<file path="src/rtl/button_matrix_pkg.sv">
// Shared types and helpers for the button matrix scanner.
// Key index convention: idx = row * CWIDTH + col (same as the combinational decoder).
package button_matrix_pkg;

    // Frame classification result
    typedef enum logic [1:0] {
        CLS_NONE  = 2'd0,
        CLS_KEY   = 2'd1,
        CLS_MULTI = 2'd2
    } cls_t;

    // Width of a linear key index; a 1x1 matrix still gets a 1-bit index
    function automatic int unsigned idx_width(input int unsigned rw, input int unsigned cw);
        return (rw * cw > 1) ? $clog2(rw * cw) : 1;
    endfunction

endpackage

</file>
<file path="src/rtl/key_frame_classifier.sv">
// Classifies a full-frame key snapshot as none / single key / multi-press.
module key_frame_classifier
    import button_matrix_pkg::*;
#(
    parameter int unsigned RWIDTH = 4,
    parameter int unsigned CWIDTH = 4,
    localparam int unsigned NKEYS = RWIDTH * CWIDTH,
    localparam int unsigned IW    = idx_width(RWIDTH, CWIDTH)
) (
    input  logic [NKEYS-1:0] snapshot,
    output cls_t             cls,
    output logic [IW-1:0]    cls_idx
);

    logic [1:0] cnt;

    // Saturating popcount (0, 1, >=2) plus lowest-set-bit priority encode
    always_comb begin
        cnt     = 2'd0;
        cls_idx = '0;
        for (int i = NKEYS - 1; i >= 0; i--) begin
            if (snapshot[i]) begin
                cls_idx = IW'(i);
                if (cnt != 2'd2) begin
                    cnt = cnt + 2'd1;
                end
            end
        end
    end

    // Map popcount to classification
    always_comb begin
        case (cnt)
            2'd0:    cls = CLS_NONE;
            2'd1:    cls = CLS_KEY;
            default: cls = CLS_MULTI;
        endcase
    end

endmodule

</file>
<file path="src/rtl/button_matrix_scanner.sv">
// Column-scanning button matrix reader with frame-level debounce and press/release events.
module button_matrix_scanner
    import button_matrix_pkg::*;
#(
    parameter int unsigned RWIDTH          = 4,
    parameter int unsigned CWIDTH          = 4,
    parameter int unsigned SCAN_DIV        = 4,
    parameter int unsigned DEBOUNCE_FRAMES = 2,
    localparam int unsigned NKEYS = RWIDTH * CWIDTH,
    localparam int unsigned IW    = idx_width(RWIDTH, CWIDTH)
) (
    input  logic              clk,
    input  logic              rst_n,
    input  logic              en,
    input  logic [RWIDTH-1:0] row_in,
    output logic [CWIDTH-1:0] col_drive,
    output logic [IW-1:0]     key_idx,
    output logic              key_valid,
    output logic              key_release,
    output logic              key_held,
    output logic              multi_press,
    output logic              frame_tick
);

    localparam int unsigned DW  = $clog2(SCAN_DIV);
    localparam int unsigned CCW = (CWIDTH > 1) ? $clog2(CWIDTH) : 1;
    localparam int unsigned SW  = $clog2(DEBOUNCE_FRAMES + 1);

    localparam logic [DW-1:0]  DwellLast = DW'(SCAN_DIV - 1);
    localparam logic [CCW-1:0] ColLast   = CCW'(CWIDTH - 1);
    localparam logic [SW-1:0]  StableMax = SW'(DEBOUNCE_FRAMES);

    logic [RWIDTH-1:0] row_meta_q, row_sync_q;
    logic [DW-1:0]     dwell_q, dwell_d;
    logic [CCW-1:0]    col_q, col_d;
    logic [NKEYS-1:0]  snapshot_q, snapshot_d;
    logic              frame_tick_q, frame_tick_d;
    cls_t              prev_cls_q, prev_cls_d;
    logic [IW-1:0]     prev_idx_q, prev_idx_d;
    logic [SW-1:0]     stable_cnt_q, stable_cnt_d;
    cls_t              com_cls_q, com_cls_d;
    logic [IW-1:0]     key_idx_q, key_idx_d;
    logic              key_valid_q, key_valid_d;
    logic              key_release_q, key_release_d;

    cls_t              cls;
    logic [IW-1:0]     cls_idx;
    logic              same_as_prev;
    logic              differs_from_com;

    key_frame_classifier #(
        .RWIDTH (RWIDTH),
        .CWIDTH (CWIDTH)
    ) u_classifier (
        .snapshot (snapshot_q),
        .cls      (cls),
        .cls_idx  (cls_idx)
    );

    // Drive the current column only while scanning is enabled
    always_comb begin
        col_drive = '0;
        for (int c = 0; c < int'(CWIDTH); c++) begin
            col_drive[c] = en && (int'(col_q) == c);
        end
    end

    // Compare the finished frame against the previous frame and the committed state
    always_comb begin
        same_as_prev     = (cls == prev_cls_q) && ((cls != CLS_KEY) || (cls_idx == prev_idx_q));
        differs_from_com = (cls != com_cls_q) || ((cls == CLS_KEY) && (cls_idx != key_idx_q));
    end

    // Scan sequencing, snapshot capture, debounce and commit next-state
    always_comb begin
        dwell_d       = dwell_q;
        col_d         = col_q;
        snapshot_d    = snapshot_q;
        frame_tick_d  = 1'b0;
        prev_cls_d    = prev_cls_q;
        prev_idx_d    = prev_idx_q;
        stable_cnt_d  = stable_cnt_q;
        com_cls_d     = com_cls_q;
        key_idx_d     = key_idx_q;
        key_valid_d   = 1'b0;
        key_release_d = 1'b0;

        if (!en) begin
            // Committed state and level outputs are deliberately left alone
            dwell_d      = '0;
            col_d        = '0;
            snapshot_d   = '0;
            stable_cnt_d = '0;
        end else begin
            if (dwell_q == DwellLast) begin
                dwell_d = '0;
                for (int k = 0; k < int'(NKEYS); k++) begin
                    if ((k % int'(CWIDTH)) == int'(col_q)) begin
                        snapshot_d[k] = row_sync_q[k / int'(CWIDTH)];
                    end
                end
                if (col_q == ColLast) begin
                    col_d        = '0;
                    frame_tick_d = 1'b1;
                end else begin
                    col_d = col_q + CCW'(1);
                end
            end else begin
                dwell_d = dwell_q + DW'(1);
            end

            // snapshot_q holds a complete frame during the frame_tick cycle
            if (frame_tick_q) begin
                if (same_as_prev) begin
                    stable_cnt_d = (stable_cnt_q == StableMax) ? stable_cnt_q
                                                               : stable_cnt_q + SW'(1);
                end else begin
                    stable_cnt_d = SW'(1);
                end
                prev_cls_d = cls;
                prev_idx_d = cls_idx;

                if ((stable_cnt_d == StableMax) && differs_from_com) begin
                    com_cls_d = cls;
                    case (cls)
                        CLS_KEY: begin
                            key_valid_d = 1'b1;
                            key_idx_d   = cls_idx;
                        end
                        // Leaving a held key (to none or multi) reports its release
                        default: key_release_d = (com_cls_q == CLS_KEY);
                    endcase
                end
            end
        end
    end

    // State registers, including the 2-flop row synchroniser
    always_ff @(posedge clk or negedge rst_n) begin
        if (!rst_n) begin
            row_meta_q    <= '0;
            row_sync_q    <= '0;
            dwell_q       <= '0;
            col_q         <= '0;
            snapshot_q    <= '0;
            frame_tick_q  <= 1'b0;
            prev_cls_q    <= CLS_NONE;
            prev_idx_q    <= '0;
            stable_cnt_q  <= '0;
            com_cls_q     <= CLS_NONE;
            key_idx_q     <= '0;
            key_valid_q   <= 1'b0;
            key_release_q <= 1'b0;
        end else begin
            row_meta_q    <= row_in;
            row_sync_q    <= row_meta_q;
            dwell_q       <= dwell_d;
            col_q         <= col_d;
            snapshot_q    <= snapshot_d;
            frame_tick_q  <= frame_tick_d;
            prev_cls_q    <= prev_cls_d;
            prev_idx_q    <= prev_idx_d;
            stable_cnt_q  <= stable_cnt_d;
            com_cls_q     <= com_cls_d;
            key_idx_q     <= key_idx_d;
            key_valid_q   <= key_valid_d;
            key_release_q <= key_release_d;
        end
    end

    // Outputs come straight from registered state
    always_comb begin
        key_idx     = key_idx_q;
        key_valid   = key_valid_q;
        key_release = key_release_q;
        key_held    = (com_cls_q == CLS_KEY);
        multi_press = (com_cls_q == CLS_MULTI);
        frame_tick  = frame_tick_q;
    end

endmodule

</file>
<file path="config.mk">
export PLATFORM = sky130hd
export DESIGN_NAME = button_matrix_scanner
export DESIGN_NICKNAME = d
export VERILOG_FILES = /design/src/rtl/button_matrix_pkg.sv /design/src/rtl/key_frame_classifier.sv /design/src/rtl/button_matrix_scanner.sv
export SDC_FILE = /design/constraint.sdc
export NUM_CORES = 1
export LEC_CHECK = 0
export CAP_MARGIN = 0
export CORE_UTILIZATION = 60
export DETAILED_ROUTE_END_ITERATION = 16
export HOLD_SLACK_MARGIN = 0.06
export PLACE_DENSITY_LB_ADDON = 0.15
export REMOVE_ABC_BUFFERS = 1
export SYNTH_ARGS = -nofsm -noshare
export SYNTH_HDL_FRONTEND = slang
export SYNTH_SLANG_ARGS = --single-unit
export TNS_END_PERCENT = 5
</file>
<file path="constraint.sdc">
create_clock -name clk -period 7.3 [get_ports clk]
set_input_delay 1.46 -clock clk [delete_from_list [all_inputs] [get_ports clk]]
set_output_delay 1.46 -clock clk [all_outputs]
set_load 0.005 [all_outputs]
</file>
==> results_dict.tcl <==
set metrics [dict create \
    worst_pin_slew_ns 0.962 \
    fillCellCount 504 \
    min_delay_path_depth 0 \
    crit_required_ns 7.48 \
    firstDrtPassIters 5 \
    yosys-top-cells-count "nand2_1 (46), dfrtp_1 (45), nor2_1 (35), nand3_1 (27), a21oi_1 (20)" \
    tns_ns 0 \
    overflow 0 \
    fmax_mhz 145 \
    crit_fanout 10 \
    synth-main-ff-cell "dfrtp_1" \
    postSynthAreaPerCell_sq_um 8.76 \
    fin_crit_sh 0.943 \
    ios 20 \
    root_buffer "clkbuf_8" \
    via_per_inst 6.45 \
    syn_to_final_growth_pct 11.0 \
    yosysWarningCount 0 \
    synth_edf_count 0 \
    grt_usage 0.270 \
    first_global_vias 3432 \
    layout.nets 492 \
    cts.path.max_buffers 2 \
    cts_buffers 5 \
    finalHoldViolCount 0 \
    yosysMostFrequentCell "nand2_1" \
    r2r_end "key_idx[0]" \
    dpl_cell_area_sq_um 4250 \
    drtAntennaViolNets 0 \
    synth_top_area_cell "dfrtp_1" \
    die_area_sq_um 7120 \
    cts_hold_buf 0 \
    io_buffers 19 \
    skew_ns 0.00437 \
    antenna_cells 0 \
    ir_worst_vdd_mv 0.166 \
    num_rows 29 \
    core-area_sq_um 6460 \
    antenna_found_initial 0 \
    cp-start-kind "register" \
    setup_viol 0 \
    synth.area.top_cells "dfrtp_1 (28%), nand2_1 (4.2%), ha_1 (3.7%), nand3_1 (3.3%), nor2_1 (3.2%)" \
    detail_route.wl_per_cell_um 16.6 \
    holdPathEnd "row_sync_q[1]" \
    drt_iter0_drc 199 \
    gp_congestion 0.917 \
    initial_utilization 0.631 \
    critPathKind "register to register" \
    design_area_sq_um 4520 \
    synthArstFlopShare 1.00 \
    tritoncts "yes" \
    dieWidth_um 84.4 \
    syn_inst 465 \
    ys_types 95 \
    h-tree-depth 2 \
    hpwlAfterDp_um 6700 \
    grt_pass1_wl_um 15800 \
    ff2ff_path_depth 28 \
    ys_ff_latch 45 \
    status "finished, final reports clean" \
    num_vias 3548 \
    max_slew_margin 0.359 \
    slowest_delay_ns 0.41 \
    routed_wl_um 9100 \
    crit_top_cell "a21oi_1" \
    p_total_w 0.000547 \
    syn_area_sq_um 4070 \
    crit_path_end_kind "register" \
    insertion_delay_ns 0.30 \
    route.detailed.drc 0 \
    r2r_slack_ns 0.42 \
    crit_slowest_cell "dfrtp_1" \
    arrival_ns 7.07 \
    grt_max_degree 46 \
    drive_gt1_frac 0.165 \
    p_leak_nw 1.90 \
    r2r-start "snapshot_q[14]" \
    cellPowerDensity_nw_per_um2 121 \
    clock-sinks 45 \
    die_h_um 84.4 \
    min_from "row_meta_q[1]" \
    synth_top_area_frac 0.276 \
    fin_crit_ns 6.88 \
    drv_cap 0 \
    hp-class "register to register" \
    ys_seq_area_frac 0.276 \
    drv_slew 0 \
    cts.clk_slew.worst_paths_ns 0.08 \
]
[cell usage in the layout (no fill, tap or decap), types with 3 or more instances in the layout]
| master | Yosys | final |
|---|---|---|
| nand2_1 | 46 | 46 |
| dfrtp_1 | 45 | 45 |
| nor2_1 | 35 | 34 |
| nand3_1 | 27 | 27 |
| a21oi_1 | 20 | 20 |
| clkdlybuf4s50_1 | 0 | 18 |
| inv_1 | 17 | 17 |
| a21boi_0 | 16 | 16 |
| nor3_1 | 13 | 12 |
| and2_1 | 11 | 11 |
| o21ai_0 | 11 | 11 |
| ha_1 | 12 | 10 |
| xnor2_1 | 11 | 9 |
| a21o_1 | 8 | 8 |
| nand4_1 | 8 | 8 |
| xor2_1 | 8 | 8 |
| and3_1 | 7 | 7 |
| nor2b_1 | 6 | 6 |
| o31ai_1 | 5 | 5 |
| o211ai_1 | 5 | 5 |
| a211o_1 | 5 | 5 |
| o21ai_1 | 5 | 5 |
| a31oi_1 | 5 | 5 |
| clkbuf_8 | 0 | 5 |
| or2_1 | 5 | 4 |
| mux2_4 | 4 | 4 |
| o211a_1 | 5 | 4 |
| nand2b_1 | 4 | 4 |
| nor4_1 | 5 | 4 |
| mux2i_1 | 4 | 4 |
| nor3_2 | 4 | 3 |
| a221o_1 | 3 | 3 |
| xnor2_2 | 2 | 3 |
| nor3_4 | 1 | 3 |
| a211oi_2 | 4 | 3 |
| a211oi_1 | 3 | 3 |
| mux2_2 | 3 | 3 |
| buf_4 | 1 | 3 |
[cell type report]
type	instances	area, sq um	share of cell area
Multi-Input combinational cell	381	2920	0.646
Inverter	18	67.6	0.0149
Clock inverter	2	35.0	0.00775
Timing Repair Buffer	22	208	0.0459
Clock buffer	5	68.8	0.0152
Tap cell	77	96.3	0.0213
Sequential cell	45	1130	0.249
[cells by family (layout without fill, tap and decap cells)]
logic type / count (synthesis) / in the layout / synth area share
XOR/XNOR: 22 / 22 / 0.0556
AO/OA/AOI/OAI: 141 / 142 / 0.290
AND/OR/NAND/NOR: 193 / 193 / 0.264
adder cells (fa/ha/maj): 13 / 13 / 0.0393
flip-flops: 45 / 45 / 0.276
buffers and inverters: 40 / 47 / 0.0421
multiplexers: 11 / 11 / 0.0329
[critical path, delay by kind of cell (launching register included)]
kind                     cells  cell delay [ns]
AO/OA/AOI/OAI               10             2.44
AND/OR/NAND/NOR              9             2.03
adder cells (fa/ha/maj)      2             0.64
XOR/XNOR                     3             0.49
multiplexers                 2             0.42
flip-flops                   1             0.41
buffers and inverters        2             0.33
[sequential cells by signal, indices dropped and copies added, names as in the netlist, 2 cells and up]
| name | count |
|---|---|
| row_sync_q | 4 |
| com_cls_q | 2 |
| prev_cls_q | 2 |
| dwell_q | 2 |
| key_idx | 4 |
| col_q | 2 |
| snapshot_q | 16 |
| stable_cnt_q | 2 |
| prev_idx_q | 4 |
| row_meta_q | 4 |
[worst max-delay path by stage]
stage               slack, ns  cells past startpoint      startpoint         end
finish                   0.42                     28  snapshot_q[14]  key_idx[0]
global route            -0.01                     28  snapshot_q[14]  key_idx[2]
CTS                      0.14                     27  snapshot_q[14]  key_idx[0]
detailed placement       0.18                     27  snapshot_q[14]  key_idx[3]
global placement         0.39                     27  snapshot_q[14]  key_idx[2]
floorplan                0.86                     27  snapshot_q[14]  key_idx[0]
[report_power, final]
part | leakage (nW) | switching (W) | total [W] | internal (W)
Sequential | 0.602 | 0.00000625 | 0.000260 | 0.000254
Combinational | 1.24 | 0.0000654 | 0.000109 | 0.0000434
Clock | 0.0540 | 0.0000787 | 0.000178 | 0.0000994
Total | 1.90 | 0.000150 | 0.000547 | 0.000397
[per-stage QoR]
step           std cells   util  setup slack [ns]  hold slack (ns)
2_1_floorplan        443      -             0.860            0.331
4_1_cts              546  0.674             0.139            0.355
6_report             550  0.700             0.416            0.352
3_3_place_gp         539  0.658             0.389            0.333
5_1_grt              550  0.700           -0.0113            0.372
3_5_place_dp         539  0.658             0.184            0.337
[routing by layer]
layer / global-route usage / routed length [um] / up-vias
li1: - / - / 1762
met1: 0.362 / 4180 / 1662
met2: 0.460 / 4400 / 106
met3: 0.0334 / 380 / 18
met4: 0.0863 / 144 / 0
met5: 0 / 0 / -
[repair_timing]
| item | CTS | global route |
|---|---|---|
| gates resized for setup | 0 | 22 |
| buffers inserted | 0 | 3 |
| endpoints found under the setup margin | 0 | 10 |
Note: power is estimated with default switching activity, not from simulation.
